### config.mk
export PLATFORM = sky130hd
export DESIGN_NAME = avalon_mm_mult_master_flat
export DESIGN_NICKNAME = d
export VERILOG_FILES = /design/src/rtl/avalon_mult_pkg.sv /design/src/rtl/avalon_mm_mult_master_if.sv /design/src/rtl/avmm_single_xfer.sv /design/src/rtl/avalon_mm_mult_master.sv /design/src/flat_wrapper.sv
export SDC_FILE = /design/constraint.sdc
export NUM_CORES = 1
export LEC_CHECK = 0
export BUFFER_PORTS_ARGS = -buffer_cell sky130_fd_sc_hd__buf_2
export CORE_ASPECT_RATIO = 1.4
export CORE_MARGIN = 2
export CORE_UTILIZATION = 39
export CTS_BUF_LIST = sky130_fd_sc_hd__clkbuf_4
export DETAILED_ROUTE_END_ITERATION = 16
export PLACE_DENSITY = 0.66
export SKIP_LAST_GASP = 1
export SLEW_MARGIN = 20
export SYNTH_ARGS = -nofsm -noshare
export SYNTH_HDL_FRONTEND = slang
export SYNTH_SLANG_ARGS = --single-unit
### constraint.sdc
create_clock -name clk -period 2.6 [get_ports clk]
set_clock_uncertainty 0.15 [all_clocks]
set_input_delay 0.26 -clock clk [delete_from_list [all_inputs] [get_ports clk]]
set_output_delay 0.26 -clock clk [all_outputs]
set_load 0.05 [all_outputs]
### src/rtl/avalon_mult_pkg.sv
// avalon_mult_pkg: register map, control bits and master FSM states shared by the multiplier bus blocks
package avalon_mult_pkg;
  localparam logic [2:0] ADDR_A      = 3'd0;
  localparam logic [2:0] ADDR_B      = 3'd1;
  localparam logic [2:0] ADDR_CTRL   = 3'd2;
  localparam logic [2:0] ADDR_STATUS = 3'd3;
  localparam logic [2:0] ADDR_RES_LO = 3'd4;
  localparam logic [2:0] ADDR_RES_HI = 3'd5;
  localparam int CTRL_START_BIT   = 0;
  localparam int STATUS_READY_BIT = 0;
  typedef enum logic [3:0] {
    IDLE, WR_A, WR_B, WR_GO, POLL_RD, POLL_WT, LO_RD, LO_WT, HI_RD, HI_WT, RESP
  } state_t;
endpackage

### src/rtl/avalon_mm_mult_master_if.sv
// avalon_mm_mult_master_if: command, response and Avalon-MM bus signals of the multiplier master
interface avalon_mm_mult_master_if #(parameter int SZ = 32);
  logic cmd_valid, cmd_ready;
  logic [SZ-1:0] cmd_a, cmd_b;
  logic rsp_valid, rsp_ready, rsp_err;
  logic [2*SZ-1:0] rsp_res;
  logic [2:0] avm_address;
  logic avm_write, avm_read, avm_waitrequest, avm_readdatavalid;
  logic [31:0] avm_writedata, avm_readdata;
  modport master (
    input cmd_valid, cmd_a, cmd_b, rsp_ready, avm_readdata, avm_waitrequest, avm_readdatavalid,
    output cmd_ready, rsp_valid, rsp_err, rsp_res, avm_address, avm_write, avm_read, avm_writedata
  );
  modport slave (
    output cmd_valid, cmd_a, cmd_b, rsp_ready, avm_readdata, avm_waitrequest, avm_readdatavalid,
    input cmd_ready, rsp_valid, rsp_err, rsp_res, avm_address, avm_write, avm_read, avm_writedata
  );
endinterface

### src/rtl/avmm_single_xfer.sv
// avmm_single_xfer: runs one Avalon-MM read or write; done is combinational on the completing cycle
module avmm_single_xfer (
  input  logic        clk,
  input  logic        _rst,
  input  logic        start,
  input  logic        wr,
  input  logic [2:0]  addr,
  input  logic [31:0] wdata,
  output logic        acc,
  output logic        done,
  output logic [31:0] rdata,
  output logic [2:0]  avm_address,
  output logic        avm_write,
  output logic        avm_read,
  output logic [31:0] avm_writedata,
  input  logic [31:0] avm_readdata,
  input  logic        avm_waitrequest,
  input  logic        avm_readdatavalid
);
  logic pend;
  assign acc = (avm_write || avm_read) && !avm_waitrequest;
  assign done = (avm_write && !avm_waitrequest) || (pend && avm_readdatavalid);
  assign rdata = avm_readdata;
  // request held until accepted; a new start on the completing edge chains transfers back to back
  always_ff @(posedge clk or negedge _rst)
    if (!_rst) begin
      avm_write <= 1'b0;
      avm_read <= 1'b0;
      avm_address <= '0;
      avm_writedata <= '0;
      pend <= 1'b0;
    end else begin
      if (start) begin
        avm_write <= wr;
        avm_read <= !wr;
        avm_address <= addr;
        avm_writedata <= wdata;
      end else if (acc) begin
        avm_write <= 1'b0;
        avm_read <= 1'b0;
      end
      pend <= pend ? !avm_readdatavalid : (avm_read && !avm_waitrequest);
    end
endmodule

### src/rtl/avalon_mm_mult_master.sv
// avalon_mm_mult_master: drives the multiplier register map for one operand pair per command
module avalon_mm_mult_master
  import avalon_mult_pkg::*;
#(
  parameter int SZ = 32,
  parameter int POLL_MAX = 1024
) (
  input logic clk,
  input logic _rst,
  avalon_mm_mult_master_if.master m
);
  localparam int CW = $clog2(POLL_MAX + 1);
  localparam logic [CW-1:0] PMAX = CW'(POLL_MAX);
  state_t state;
  logic [SZ-1:0] b_q, lo_q;
  logic [CW-1:0] cnt;
  logic go, wr, acc, done, ready_bit;
  logic [2:0] addr;
  logic [31:0] wdata, rdata;
  assign ready_bit = rdata[STATUS_READY_BIT];
  // next transfer, launched on the same edge that finishes the current one
  always_comb begin
    go = 1'b0;
    wr = 1'b1;
    addr = ADDR_A;
    wdata = '0;
    case (state)
      IDLE:    begin go = m.cmd_valid; wdata = 32'(m.cmd_a); end
      WR_A:    begin go = done; addr = ADDR_B; wdata = 32'(b_q); end
      WR_B:    begin go = done; addr = ADDR_CTRL; wdata = 32'd1 << CTRL_START_BIT; end
      WR_GO:   begin go = done; wr = 1'b0; addr = ADDR_STATUS; end
      POLL_WT: begin go = done && (ready_bit || cnt != PMAX); wr = 1'b0; addr = ready_bit ? ADDR_RES_LO : ADDR_STATUS; end
      LO_WT:   begin go = done; wr = 1'b0; addr = ADDR_RES_HI; end
      default: ;
    endcase
  end
  avmm_single_xfer u_xfer (
    .clk(clk), ._rst(_rst), .start(go), .wr(wr), .addr(addr), .wdata(wdata),
    .acc(acc), .done(done), .rdata(rdata),
    .avm_address(m.avm_address), .avm_write(m.avm_write), .avm_read(m.avm_read),
    .avm_writedata(m.avm_writedata), .avm_readdata(m.avm_readdata),
    .avm_waitrequest(m.avm_waitrequest), .avm_readdatavalid(m.avm_readdatavalid)
  );
  // command sequencer with registered handshake and result outputs
  always_ff @(posedge clk or negedge _rst)
    if (!_rst) begin
      state <= IDLE;
      m.cmd_ready <= 1'b1;
      m.rsp_valid <= 1'b0;
      m.rsp_err <= 1'b0;
      m.rsp_res <= '0;
      b_q <= '0;
      lo_q <= '0;
      cnt <= '0;
    end else
      case (state)
        IDLE: if (m.cmd_valid) begin
          state <= WR_A;
          m.cmd_ready <= 1'b0;
          b_q <= m.cmd_b;
          cnt <= '0;
        end
        WR_A:    if (done) state <= WR_B;
        WR_B:    if (done) state <= WR_GO;
        WR_GO:   if (done) state <= POLL_RD;
        POLL_RD: if (acc) begin state <= POLL_WT; cnt <= cnt + 1'b1; end
        POLL_WT: if (done) begin
          if (ready_bit) state <= LO_RD;
          else if (cnt == PMAX) begin
            state <= RESP;
            m.rsp_valid <= 1'b1;
            m.rsp_err <= 1'b1;
            m.rsp_res <= '0;
          end else state <= POLL_RD;
        end
        LO_RD:   if (acc) state <= LO_WT;
        LO_WT:   if (done) begin state <= HI_RD; lo_q <= rdata[SZ-1:0]; end
        HI_RD:   if (acc) state <= HI_WT;
        HI_WT:   if (done) begin
          state <= RESP;
          m.rsp_valid <= 1'b1;
          m.rsp_err <= 1'b0;
          m.rsp_res <= {rdata[SZ-1:0], lo_q};
        end
        RESP:    if (m.rsp_ready) begin
          state <= IDLE;
          m.rsp_valid <= 1'b0;
          m.cmd_ready <= 1'b1;
        end
        default: state <= IDLE;
      endcase
endmodule

### src/flat_wrapper.sv
// flat-port wrapper written by rule: the top's interface ports become plain ports
module avalon_mm_mult_master_flat import avalon_mult_pkg::*;
#(
  parameter int SZ = 32,
  parameter int POLL_MAX = 1024
)
  (clk, _rst, m_cmd_valid, m_cmd_a, m_cmd_b, m_rsp_ready, m_avm_readdata, m_avm_waitrequest, m_avm_readdatavalid, m_cmd_ready, m_rsp_valid, m_rsp_err, m_rsp_res, m_avm_address, m_avm_write, m_avm_read, m_avm_writedata);
  avalon_mm_mult_master_if #(.SZ(SZ)) m_i ();
  input logic clk;
  input logic _rst;
  input wire logic [$bits(m_i.cmd_valid)-1:0] m_cmd_valid;
  input wire logic [$bits(m_i.cmd_a)-1:0] m_cmd_a;
  input wire logic [$bits(m_i.cmd_b)-1:0] m_cmd_b;
  input wire logic [$bits(m_i.rsp_ready)-1:0] m_rsp_ready;
  input wire logic [$bits(m_i.avm_readdata)-1:0] m_avm_readdata;
  input wire logic [$bits(m_i.avm_waitrequest)-1:0] m_avm_waitrequest;
  input wire logic [$bits(m_i.avm_readdatavalid)-1:0] m_avm_readdatavalid;
  output wire logic [$bits(m_i.cmd_ready)-1:0] m_cmd_ready;
  output wire logic [$bits(m_i.rsp_valid)-1:0] m_rsp_valid;
  output wire logic [$bits(m_i.rsp_err)-1:0] m_rsp_err;
  output wire logic [$bits(m_i.rsp_res)-1:0] m_rsp_res;
  output wire logic [$bits(m_i.avm_address)-1:0] m_avm_address;
  output wire logic [$bits(m_i.avm_write)-1:0] m_avm_write;
  output wire logic [$bits(m_i.avm_read)-1:0] m_avm_read;
  output wire logic [$bits(m_i.avm_writedata)-1:0] m_avm_writedata;
  assign m_i.cmd_valid = m_cmd_valid;
  assign m_i.cmd_a = m_cmd_a;
  assign m_i.cmd_b = m_cmd_b;
  assign m_i.rsp_ready = m_rsp_ready;
  assign m_i.avm_readdata = m_avm_readdata;
  assign m_i.avm_waitrequest = m_avm_waitrequest;
  assign m_i.avm_readdatavalid = m_avm_readdatavalid;
  assign m_cmd_ready = m_i.cmd_ready;
  assign m_rsp_valid = m_i.rsp_valid;
  assign m_rsp_err = m_i.rsp_err;
  assign m_rsp_res = m_i.rsp_res;
  assign m_avm_address = m_i.avm_address;
  assign m_avm_write = m_i.avm_write;
  assign m_avm_read = m_i.avm_read;
  assign m_avm_writedata = m_i.avm_writedata;
  avalon_mm_mult_master #(.SZ(SZ), .POLL_MAX(POLL_MAX)) u_core (.clk(clk), ._rst(_rst), .m(m_i));
endmodule
; ---- Word-level counts from Yosys, hierarchy flattened
; Index checks and enable logic that the tools add are counted.
; W data, S select, Z words.
[classes]
addsub = 1
n_mul = 0
div_mod_pow = 0
magnitude_cmp = 0
n_eq_ne = 25
n_shift = 0
mux = 42
n_bitwise = 0
n_reduce_logical = 25
[ops]
columns = op, n
row1 = $mux W64, 4
row2 = $pmux W64 S2, 1
row3 = $pmux W32 S3, 1
row4 = $mux W4, 13
row5 = $pmux W4 S11, 1
row6 = $mux W11, 2
row7 = $pmux W11 S2, 1
row8 = $ne A2 B1 Y1 const B, 10
row9 = $eq A4 B3 Y1 const B, 4
row10 = $pmux W3 S5, 1
row11 = $mux W1, 13
row12 = $eq A4 B4 Y1 const B, 3
row13 = $add A11 B1 Y11 const B, 1
row14 = $eq A11 B11 Y1 const B, 1
row15 = $ne A11 B11 Y1 const B, 1
row16 = $reduce_and A11 Y1, 1
row17 = $eq A4 B2 Y1 const B, 2
row18 = $reduce_bool A2 Y1, 4
row19 = $ne A2 B2 Y1 const B, 3
row20 = $pmux W1 S3, 2
row21 = $reduce_and A3 Y1, 2
row22 = $reduce_and A6 Y1, 1
row23 = $logic_and A1 B1 Y1, 5
row24 = $reduce_and A5 Y1, 1
row25 = 10 further kinds, 15
[totals]
register_bits = 184
latch_bits = 0
mem_bits_rw = 0
mem_bits_ro = 0
inputBits = 102
n_memories = 0

; ---- Depth between registers and ports, before layout
[depth]
ltp_word = 6
depth_mapped = 8
ltp_nobuf = 6

; ---- Cells and area by module
; From an unflattened synthesis, not the netlist that was laid out.
[unflattened]
hier_cells = 795
hier_area_um2 = 8436.8
[modules_own_cells]
columns = mod, instances, cells_per_inst, area_each_um2, seq_area_each_um2
row1 = avalon_mm_mult_master, 1, 674, 6686.4, 3654.8
row2 = avmm_single_xfer, 1, 121, 1750.4, 950.9

; ---- Worst setup path after synthesis
; Ideal clock, no wire load.
[synth_timing]
path_type = reg-to-reg
startpoint = register u_core.u_xfer.avm_write
endpoint = register u_core.lo_q[17]
setup_ns = 0.125
arrival_ns = 2.046
required_ns = 2.325
slack_ns = 0.280
stages_incl_launch_ff = 5
period_less_slack_ns = 2.320
cell_sequence = dfrtp_1 a22oi_2 nor3_1 clkbuf_1 mux2_2
[synth_between]
elab_chain_cells = 3
[synth_rtl]
columns = element, line
row1 = start: declaration, avmm_single_xfer.sv:13  ; output logic avm_write,
row2 = start signal: assignment, avmm_single_xfer.sv:34  ; avm_write <= wr;
row3 = $logic_and A1 B1 Y1, avmm_single_xfer.sv:22  ; assign done = (avm_write && !avm_waitrequest) || (pend && avm_readdatavalid);
row4 = $logic_or A1 B1 Y1, avmm_single_xfer.sv:22
row5 = $reduce_and A2 Y1 (no source line), n/a
row6 = end signal: assignment, avalon_mm_mult_master.sv:53  ; lo_q <= '0;
row7 = end signal: assignment, avalon_mm_mult_master.sv:77  ; LO_WT: if (done) begin state <= HI_RD; lo_q <= rdata[SZ-1:0]; end
row8 = end: declaration, avalon_mm_mult_master.sv:15  ; logic [SZ-1:0] b_q, lo_q;
; Every way passes these cells.
; A chain may end at the register's enable or synchronous reset.

; ---- Worst setup path after layout
[layout_timing]
startpoint = register u_core.state[1]
endpoint = register u_core.m.rsp_res[13]
[layout_between]
elab_chain_cells = 3
[layout_rtl]
columns = element, line
row1 = start: declaration, avalon_mm_mult_master.sv:14  ; state_t state;
row2 = start signal: assignment, avalon_mm_mult_master.sv:47  ; state <= IDLE;
row3 = start signal: assignment, avalon_mm_mult_master.sv:58  ; state <= WR_A;
row4 = start signal: assignment, avalon_mm_mult_master.sv:63  ; WR_A: if (done) state <= WR_B;
row5 = $eq A4 B4 Y1 / $eq A4 B3 Y1 (equally long branches), avalon_mm_mult_master.sv:56  ; case (state)
row6 = $ne A2 B1 Y1 (no source line) (tied with other cells), n/a
row7 = $reduce_and A5 Y1 (no source line), n/a
row8 = end signal: assignment, avalon_mm_mult_master.sv:83  ; m.rsp_res <= {rdata[SZ-1:0], lo_q};
row9 = end: declaration, avalon_mm_mult_master_if.sv:12  ; output cmd_ready, rsp_valid, rsp_err, rsp_res, avm_address, avm_write, avm_read, avm_writedata
; Several ways; a longest one is shown, not always the timed one.

==> summary.md <==
The count of final max-slew check failures was 0; the basic-gate share of the synthesized area counting and, or, nand and nor cells was 9.77%. After synthesis the cells add up to 0.00758 mm2. For the depth of the CTS H-tree, the log shows 4. Clock latency on the worst-skew pair, taken at its later pin, is 0.55 ns. By area, the combinational part of the netlist is dominated by compound AO/OA/AOI/OAI gates. The run gives 17 as the number of buffers created by CTS.

For this run, the number of Yosys warnings is 0. Entering global routing, the biggest net connects 77 pins. Count of clock tree sinks: 184.

Summed over all nets, the switching power comes to 1.26 mW. The placeable core region was 0.0191 mm2. After Yosys synthesis, full adders, half adders and majority gates account for 0.330% of the synthesized area. Clock tree synthesis selected as its root buffer the cell clkbuf_4. VDD sags by at most 0.342 mV. On the final layout, the worst hold slack is 0.0524 ns. After the last flow step, the layout net total stands at 1,025. Final antenna-violating net count: 0. Summed over all cells, the static leakage comes to 5.39 nW. The slew of the pin with the lowest slew margin is 0.569 ns, and the placer congestion estimate is 0.876.

The number of gates resized after CTS was 0. Across all setup checks in the final design, the least slack found is 0.324 ns. The floorplan has 60 rows. For the relative slew slack, the log shows 62.1%. Global routing used 19.5% of the available tracks across all layers. The storage element area is 0.00461 mm2. The via count of the routed design was 6,057. The critical path goes through nand2b_4 -> or3_1 -> or2_1 -> a21o_2 -> buf_12 -> a22o_1. Counting along the longest clock path gives a buffer depth of 2. Timing analysis after detailed placement gives a worst setup slack of 0.365 ns. The critical path is of the reg -> reg type. Of the total power, the share spent switching nets is 26.6%. On the worst path, the slowest cell contributes a delay of 0.54 ns. The vertical extent of the die came out at 169 um. Across the run, the number of max-cap violations was 0. In this run, placement finished with an instance count of 1,050. The run gives 1 as the initial antenna violation count. The wire-length estimate of the detail-placed layout is 12,100 um. The cell count after synthesis came out at 618. The synthesized netlist devotes 0.924% of its cell area to XOR and XNOR gates.

Per report_power, the clock group accounts for 33.4% of the total. The most used flip-flop cell after synthesis is dfrtp_1. The run gives 19,300 um as the total routed wirelength. The post-synthesis to final-layout area growth was 35.7%; the first-pass detailed-route iteration total was 6. The count of distinct cell types in the synthesized netlist is 52, and the aggregate global routing overflow is 0. The maximum fanout count along the critical path is 65. Total of hold buffers inserted after clock tree synthesis: 100.

Synthesis produced a netlist with a net count of 722. The detailed router finished its first iteration with 412 violations. The number of standard cells in the layout, taps in and fillers out is 1,183, and the flip-flop and latch count after synthesis is 184. The initial cell density of the core is 39.6%. For this design the top-level I/O count stands at 206. Per report_power, the sequential group accounts for 60.6% of the total. Fill cells in the final layout number 1,651. For the final-report hold violation count, the log shows 0.

The post-synthesis average cell area works out to 12.3 um2. The number of buffer cells added on primary ports was 205; the cell area after placement was 0.00900 mm2. Width of the chip: 122 um.

Detailed-route vias per instance: 5.12. The slowest stage of the critical path belongs to the cell dfrtp_1. TritonCTS built the clock tree. The tools report the sort of element at the start of the critical path as a flop. The ratio of final minimum period to clock period came out at 87.6%. The floorplan step defined a die boundary enclosing 0.0206 mm2. The wire length of the first global-routing pass was 31,900 um; the portion of total power attributed to combinational logic was 6.1%.

The synthesized netlist devotes 14.9% of its cell area to compound gates. For the required time reported for the critical path endpoint, the log shows 2.88 ns. Counting I/O delays and the setup requirement, the final critical path takes 2.28 ns. In the final routed layout, each cell accounts on average for 16.3 um.

The number of DRC violations after detailed routing is 0, and the fmax is 439 MHz. In the final layout, the multi-input gates occupy 0.00279 mm2. The internal power of the cells totals 3.48 mW.

The number of setup buffers added after CTS is 0. Summing internal, switching and leakage power gives 4.74 mW. The power density over the cells is 461 mW/mm2. The count of flip-flops with a built-in enable after synthesis was 0; the multiplexer fraction of the synthesized cell area was 10.4%.

For the final routed database, the setup TNS stands at 0 ns. The clock-pin slew of the registers on the worst-case setup and hold paths was 0.18 ns; the share of synthesized area occupied by flip-flops and latches was 60.8%. In the synthesized netlist the async set-or-reset flop fraction comes to 100%. The run finished with clean final reports. The class of the tightest hold or removal check is in -> async. The total non-filler cell area in the finished layout was 0.0103 mm2. STA puts the critical path data arrival time at 2.56 ns. The run gives 0 as the final setup violation count. STA classifies the critical path endpoint as a flop.

The run gives 6,384 as the via count of the first global-routing pass. Setup repair after global routing left no endpoint under its margin. The utilization after layout was 53.7%.

The share of layout cells above drive strength 1 came out at 36.1%.
[sequential cells by signal, summed over array words and instances (netlist names)]
register                     count
u_core.state                     4
u_core.m.cmd_ready               1
u_core.u_xfer.avm_writedata     32
u_core.u_xfer.avm_address        3
u_core.lo_q                     32
u_core.u_xfer.avm_read           1
u_core.u_xfer.avm_write          1
u_core.m.rsp_res                64
u_core.m.rsp_valid               1
u_core.cnt                      11
u_core.u_xfer.pend               1
u_core.m.rsp_err                 1
u_core.b_q                      32
[final cells by class]
cell class                      count  share of cell area (%)
Clock buffer                       17                    1.24
Inverter                            9                   0.328
Sequential cell                   184                    44.8
Multi-Input combinational cell    384                    27.1
Tap cell                          248                    3.02
Timing Repair Buffer              325                    22.0
Antenna cell                        1                  0.0243
Clock inverter                     15                    1.57
[power groups by stage]
stage	sequential, mW	combinational (mW)	clock (mW)
after floorplan	2.92	0.0133	0
after global placement	2.92	0.172	0
after detailed placement	2.92	0.171	0
after CTS	2.87	0.289	1.66
after global routing	2.87	0.318	1.77
final	2.87	0.289	1.58
[per-layer routing]
layer	global-route usage (%)	wire, um
met3	5.36	1180
met2	32.1	9390
met5	0	0
met1	25.0	8500
met4	5.85	250
[worst paths after layout]
check,from,end,slack (ns),cells after the start
min,_rst,u_core.cnt[9]$_DFFE_PN0P_,0.05,2
max,u_core.state[1]$_DFFE_PN0P_,u_core.m.rsp_res[13]$_DFFE_PN0P_,0.32,6
max in group asynchronous,_rst,u_core.u_xfer.avm_writedata[3]$_DFFE_PN0P_,1.40,3
min in group clk,m_cmd_a[0],u_core.u_xfer.avm_writedata[0]$_DFFE_PN0P_,0.14,6
min reg2reg,u_core.lo_q[9]$_DFFE_PN0P_,u_core.m.rsp_res[9]$_DFFE_PN0P_,0.34,1
max reg2reg,u_core.state[1]$_DFFE_PN0P_,u_core.m.rsp_res[13]$_DFFE_PN0P_,0.32,6
[synthesized netlist by cell type (2+ instances only)]
cell type	n	area share, %
buf_4	4	0.40
a21oi_1	7	0.46
inv_1	9	0.45
nand2b_1	3	0.25
o21ai_0	8	0.53
clkbuf_1	27	1.3
nor4_1	3	0.25
nor2_1	18	0.89
a31oi_1	5	0.41
ha_1	2	0.33
xnor2_1	8	0.92
or3_1	2	0.17
nor3_1	7	0.46
a22o_1	99	11
nor4b_1	3	0.35
buf_2	8	0.53
o21a_1	2	0.20
nand2_1	110	5.4
nor2b_1	4	0.33
nor3b_1	2	0.20
dfrtp_1	183	60
nand3_1	6	0.40
mux2_2	69	10
[worst max-delay path, delay by kind of cell (launching register included)]
kind            cells  cell delay [ns]
buf+inv             1             0.19
compound gates      2             0.45
simple gates        3             0.81
flops               1             0.54
[kinds of logic after synthesis]
logic type,after synthesis
AO/OA/AOI/OAI,137
XOR/XNOR,8
adder cells (fa/ha/maj),2
buffers and inverters,50
flip-flops,184
multiplexers,70
AND/OR/NAND/NOR,167
[layout by cell type (no fill, tap or decap), drive strengths merged, types with 3 or more instances in the layout]
cell type / count
o21ai: 8
nand3: 6
xnor2: 8
a21oi: 7
nor4b: 3
nor3: 8
clkbuf: 17
mux2: 69
dlygate4sd3: 100
dfrtp: 183
nand2b: 4
a22o: 99
buf: 225
nand2: 110
clkinv: 6
inv: 16
nor2: 18
a31oi: 5
nor2b: 4
nor4: 4
Power figures use the tool's default switching activity.
